$ cat config.mk
export PLATFORM = sky130hd
export DESIGN_NAME = branch_predictor
export DESIGN_NICKNAME = d
export VERILOG_FILES = /design/src/rtl/branch_predictor.sv
export SDC_FILE = /design/constraint.sdc
export NUM_CORES = 2
export LEC_CHECK = 0
export ABC_AREA = 0
export CELL_PAD_IN_SITES_DETAIL_PLACEMENT = 0
export CELL_PAD_IN_SITES_GLOBAL_PLACEMENT = 1
export CORE_UTILIZATION = 33
export DETAILED_ROUTE_END_ITERATION = 8
export PLACE_DENSITY_LB_ADDON = 0.1
export SLEW_MARGIN = 30
export SYNTH_ARGS = -nofsm -noshare
export SYNTH_HDL_FRONTEND = slang
export SYNTH_SLANG_ARGS = --single-unit
$ cat constraint.sdc
create_clock -name clk -period 29.1 [get_ports clk]
set_input_delay 4.365 -clock clk [delete_from_list [all_inputs] [get_ports clk]]
set_output_delay 4.365 -clock clk [all_outputs]
set_load 0.1 [all_outputs]
$ cat src/rtl/branch_predictor.sv
// -----------------------------------------------------------------------------
// branch_predictor
//
// Fetch-stage branch predictor built around a direct-mapped branch target
// buffer (BTB). Each entry holds valid, tag, target and a 2-bit saturating
// direction counter. Lookup of the fetch PC is purely combinational from the
// registered table. Resolved branches from EX train the table and any wrong
// prediction is flagged with the correct redirect address.
//
// Optional feature macro: BP_PERF_CNT_EN adds two free-running 32-bit
// performance counters (resolved branches, mispredictions).
//
// Ports:
//   clk, reset        - rising-edge clock, asynchronous active-high reset
//   pc                - current fetch PC
//   npc, predictor    - predicted next fetch PC and taken-prediction flag
//   ex_valid          - EX instruction valid (not flushed)
//   ex_pc             - PC of the EX instruction
//   ex_is_branch      - EX instruction is a branch or jump
//   ex_taken          - resolved direction
//   ex_target         - resolved target
//   ex_pred_taken     - predictor value carried down the pipe with the instr
//   ex_pred_target    - npc value carried down the pipe with the instr
//   mispredict        - flush request towards IF/ID
//   redirect_pc       - correct next PC, meaningful only while mispredict=1
//   perf_branches     - (BP_PERF_CNT_EN) count of resolved branches
//   perf_mispred      - (BP_PERF_CNT_EN) count of mispredictions
// -----------------------------------------------------------------------------
module branch_predictor #(
    parameter int IDX_BITS = 4
) (
    input  logic        clk,
    input  logic        reset,
    input  logic [31:0] pc,
    output logic [31:0] npc,
    output logic        predictor,
    input  logic        ex_valid,
    input  logic [31:0] ex_pc,
    input  logic        ex_is_branch,
    input  logic        ex_taken,
    input  logic [31:0] ex_target,
    input  logic        ex_pred_taken,
    input  logic [31:0] ex_pred_target,
    output logic        mispredict,
    output logic [31:0] redirect_pc
`ifdef BP_PERF_CNT_EN
    ,
    output logic [31:0] perf_branches,
    output logic [31:0] perf_mispred
`endif
);

    localparam int ENTRIES = 1 << IDX_BITS;
    localparam int TAG_W   = 32 - IDX_BITS - 2;

    logic             valid_q  [ENTRIES];
    logic             valid_d  [ENTRIES];
    logic [TAG_W-1:0] tag_q    [ENTRIES];
    logic [TAG_W-1:0] tag_d    [ENTRIES];
    logic [31:0]      target_q [ENTRIES];
    logic [31:0]      target_d [ENTRIES];
    logic [1:0]       ctr_q    [ENTRIES];
    logic [1:0]       ctr_d    [ENTRIES];

    logic [IDX_BITS-1:0] rd_idx;
    logic [TAG_W-1:0]    rd_tag;
    logic                rd_hit;
    logic [IDX_BITS-1:0] ex_idx;
    logic [TAG_W-1:0]    ex_tag;
    logic                ex_hit;

    // Fetch-side lookup: pc[1:0] plays no part in index or tag.
    always_comb begin
        rd_idx    = pc[IDX_BITS+1:2];
        rd_tag    = pc[31:IDX_BITS+2];
        rd_hit    = valid_q[rd_idx] && (tag_q[rd_idx] == rd_tag);
        predictor = rd_hit && ctr_q[rd_idx][1];
        npc       = predictor ? target_q[rd_idx] : pc + 32'd4;
    end

    // EX-side resolution. A non-branch that was predicted taken is a BTB
    // alias and must also be flushed.
    always_comb begin
        ex_idx = ex_pc[IDX_BITS+1:2];
        ex_tag = ex_pc[31:IDX_BITS+2];
        ex_hit = valid_q[ex_idx] && (tag_q[ex_idx] == ex_tag);

        mispredict = ex_valid &&
            ((ex_is_branch && ((ex_taken != ex_pred_taken) ||
                               (ex_taken && (ex_target != ex_pred_target)))) ||
             (!ex_is_branch && ex_pred_taken));
        redirect_pc = (ex_is_branch && ex_taken) ? ex_target : ex_pc + 32'd4;
    end

    // Table training. Only the entry at ex_idx can change in a cycle.
    always_comb begin
        valid_d  = valid_q;
        tag_d    = tag_q;
        target_d = target_q;
        ctr_d    = ctr_q;
        if (ex_valid) begin
            if (ex_is_branch) begin
                if (ex_hit) begin
                    if (ex_taken) begin
                        if (ctr_q[ex_idx] != 2'b11) begin
                            ctr_d[ex_idx] = ctr_q[ex_idx] + 2'd1;
                        end
                        target_d[ex_idx] = ex_target;
                    end else if (ctr_q[ex_idx] != 2'b00) begin
                        ctr_d[ex_idx] = ctr_q[ex_idx] - 2'd1;
                    end
                end else if (ex_taken) begin
                    // Allocate weakly taken, evicting whatever lived here.
                    valid_d[ex_idx]  = 1'b1;
                    tag_d[ex_idx]    = ex_tag;
                    target_d[ex_idx] = ex_target;
                    ctr_d[ex_idx]    = 2'b10;
                end
            end else if (ex_hit) begin
                valid_d[ex_idx] = 1'b0;
            end
        end
    end

    always_ff @(posedge clk or posedge reset) begin
        if (reset) begin
            for (int i = 0; i < ENTRIES; i++) begin
                valid_q[i]  <= 1'b0;
                tag_q[i]    <= '0;
                target_q[i] <= '0;
                ctr_q[i]    <= 2'b01;
            end
        end else begin
            valid_q  <= valid_d;
            tag_q    <= tag_d;
            target_q <= target_d;
            ctr_q    <= ctr_d;
        end
    end

`ifdef BP_PERF_CNT_EN
    logic [31:0] perf_branches_q, perf_branches_d;
    logic [31:0] perf_mispred_q,  perf_mispred_d;

    // Both counters wrap naturally at 2^32.
    always_comb begin
        perf_branches_d = perf_branches_q;
        perf_mispred_d  = perf_mispred_q;
        if (ex_valid && ex_is_branch) begin
            perf_branches_d = perf_branches_q + 32'd1;
        end
        if (mispredict) begin
            perf_mispred_d = perf_mispred_q + 32'd1;
        end
    end

    always_ff @(posedge clk or posedge reset) begin
        if (reset) begin
            perf_branches_q <= '0;
            perf_mispred_q  <= '0;
        end else begin
            perf_branches_q <= perf_branches_d;
            perf_mispred_q  <= perf_mispred_d;
        end
    end

    assign perf_branches = perf_branches_q;
    assign perf_mispred  = perf_mispred_q;
`endif

endmodule

==> key figures <==
STA
  • RSZ-0062 raised after global routing: false
  • Final setup fails: 0
  • Clk_skew: 0.0615 ns
  • Min cycle time layout: 14.80 ns
  • Post-route setup TNS: 0 ns
  • Max-slew violations: 0
  • Period utilization: 50.8%
  • Hold Fails Final Rpt: 0
  • Hold Slack: 0.501 ns
  • Rel. slew slack: 31.1%
  • Fmax: between 0.06 and 0.07 GHz
  • Worst slew pin tran: 1.03 ns

Min path
  • Min-delay worst type: flip-flop to flip-flop
  • Worst Hold Endpoint: target_q[416]$_DFFE_PP0P_
  • WHS Path Cells: 1
  • Hold path startpoint: target_q[416]$_DFFE_PP0P_

Floorplan
  • Initial Util: 33.3%
  • Core ar.: 154000 µm²
  • Chip width: 396 µm
  • Die H: between 300 and 400 µm
  • Io pins: 200
  • Row Count: 144
  • Die area: 157000 µm²

Yosys
  • Number of synthesized flops with an enable pin: 0
  • Synth cell types: 66
  • Primary FF master, synth: dfrtp_1
  • Synth top cells by count: 960 x dfrtp_1, 848 x mux2_2, 367 x mux4_2
  • Synth Area per Inst: ~14 µm²
  • Post-synth top area share: 46.8%
  • Top cells by area, synth: dfrtp_1 47%, mux2_2 19%, mux4_2 16%, mux2_1 2.1%, clkbuf_1 1.6%
  • Most common cell in the netlist: dfrtp_1
  • Async set or reset register ratio after synthesis: 100%
  • Yosys top cell by area: dfrtp_1
  • Synth Instances: approximately 3600
  • Register area share after synthesis: between 40% and 50%
  • Synth Warn #: 0
  • Area of the mapped netlist: a little over 50000 µm²
  • Seq cells post-synth: 976
  • Syn Nets: ~3700

Drt
  • Routed vias: approximately 33000
  • Routed len/inst: 32.1 µm
  • Routed WL: about 190 mm
  • Residual DRC: 16
  • Drt initial violations: about 2200
  • Vias per cell: 5.67
  • Antenna viol nets, final: 0
  • Number of detailed-route iterations in the first pass: 7

Clocking
  • CTS max path bufs: 3
  • TritonCTS Buffers: 113
  • Htree depth: 3
  • CTS Hold Bufs: 0
  • CTS root buf: clkbuf_16
  • CTS clk-pin slew, worst paths: about 0.060 ns
  • CTS tree: yes
  • Worst-Skew Late Latency: 0.75 ns
  • Gates resized, CTS repair: 0
  • Sink Count: 976
  • Postcts setup bufs: 0

Cells and area
  • NumNets Final: 3772
  • Area Overhead vs Synth: 14.9%
  • Fin area: 59000 µm²
  • Layout cells sized above 1: 43.4%

Flow run
  • Max cap viols: 0

Place
  • HPWL after DPL: 114 mm
  • RePlAce Congestion: 0.828
  • Port Buffers: 199
  • Placed Area: 55100 µm²

Worst setup path
  • Crit end category: primary output
  • Worst r2r src: tag_q[76]$_DFFE_PP0P_
  • Crit Path Max Fanout: 47
  • Arr. time, crit path: 10.43 ns
  • WS Path Type: primary input to primary output
  • Reg2Reg Depth: 12
  • Required time of the critical path: 24.73 ns
  • Critical R2R Capture: tag_q[108]$_DFFE_PP0P_
  • R2R Setup Slk: 23.62 ns
  • CP Launch Type: primary input

GRT
  • Global route total overflow: 0
  • Number of global-route vias before repair: 35700
  • First-pass GRT wire length: roughly 270 mm
  • Largest net degree at the start of global routing: 176
  • Gr usage total: 23.8%
  • Initial antenna violation count: 6

Outcome
  • Outcome: complete, but fails checks
  • Failing checks: DRC

Power
  • VDD IR max: 0.0529 mV
  • Pwr/cell area: 64.0 nW/µm²
  • Leak: 25.8 nW
[worst max-delay path, stage by stage]
cell	delay (ns)
buf_8	0.30
buf_16	0.35
buf_6	0.62
buf_4	0.78
a311oi_1	0.20
a21oi_1	0.21
a31oi_1	0.10
o21ai_0	0.66
nand3_1	0.14
or4_2	0.65
buf_4	0.35
mux2_1	0.37
clkdlybuf4s50_1	1.16
[cell families (layout without fill, tap and decap cells)]
family          Yosys count  in the layout  share of synthesized area (%)
simple gates            369            369                           3.48
mux                    1431           1431                           39.5
compound gates          265            265                           3.11
fa+ha+maj                 7              7                          0.171
buf+inv                 378            527                           3.55
other cells               0              2                              0
flops                   976            976                           47.6
xor+xnor                147            147                           2.51
[per-layer routing]
| layer | wire length, µm | track usage, % | vias to the layer above |
|---|---|---|---|
| met1 | 82500 | 32.8 | 18100 |
| li1 | - | - | 13500 |
| met5 | 0 | 0 | - |
| met2 | 90500 | 39.4 | 875 |
| met3 | 7500 | 2.93 | 220 |
| met4 | 4470 | 6.43 | 0 |
[how the worst max path moves through the flow]
| stage | startpoint | end | slack (ns) | cells after the start |
|---|---|---|---|---|
| finish | pc[2] | npc[24] | 14.30 | 13 |
| global route | pc[2] | npc[24] | 14.04 | 13 |
| CTS | pc[2] | npc[24] | 13.93 | 12 |
| detailed placement | pc[2] | npc[24] | 13.93 | 12 |
| global placement | pc[2] | npc[24] | 13.96 | 12 |
| floorplan | reset | asynchronous set/reset pin | 11.31 | 1 |
[final cells by class]
cell class	count	area (µm²)
antenna	2	5.00
clock buffer	177	3390
sequential	976	24400
tap	2044	2560
inverter	13	52.6
timing repair buffer	308	2900
multi-input combinational	2219	25300
fill	14500	95200
clock inverter	29	372
[registers in the layout, summed over array words and instances, names as in the netlist, named ones only]
name / flops
target_q: 512
ctr_q: 32
tag_q: 416
[through the flow]
stage	cells	setup slack (ns)	utilization [%]	power [W]
2_1_floorplan	3573	11.31	-	0.00213
3_3_place_gp	5557	13.96	35.7	0.00233
3_5_place_dp	5557	13.93	35.7	0.00236
4_1_cts	5763	13.93	38.2	0.00382
5_1_grt	5767	14.04	38.2	0.00394
6_report	5768	14.30	38.2	0.00377
[where the power goes]
part           switching, W  internal, W
Sequential         0.000118      0.00154
Clock              0.000605     0.000835
Combinational      0.000339     0.000338
Total               0.00106      0.00271
[layout by cell type, fill, tap and decap left out, types with 7 or more instances in the layout]
master	synthesis	final
and3_1	21	21
a22o_1	10	10
nand3_1	45	42
o21ai_0	90	90
mux2_2	848	848
buf_4	20	99
mux4_2	367	367
nor2_4	0	12
nand2_1	153	151
inv_1	11	10
mux2i_1	81	81
nor3_1	11	11
mux2_1	95	95
nor2_1	59	45
clkbuf_8	0	33
nor4_1	9	8
dfstp_2	16	16
a21oi_1	67	67
o22ai_1	18	18
xnor2_1	74	74
ha_1	7	7
nor2b_1	9	8
clkinv_2	0	17
dfrtp_1	960	960
mux2_4	40	40
clkdlybuf4s50_1	0	185
nand4_1	23	23
a31oi_1	24	24
a22oi_1	18	18
xor2_1	73	72
buf_6	22	10
clkbuf_16	0	113
clkbuf_1	218	32
Note: power is estimated with default switching activity, not from simulation.
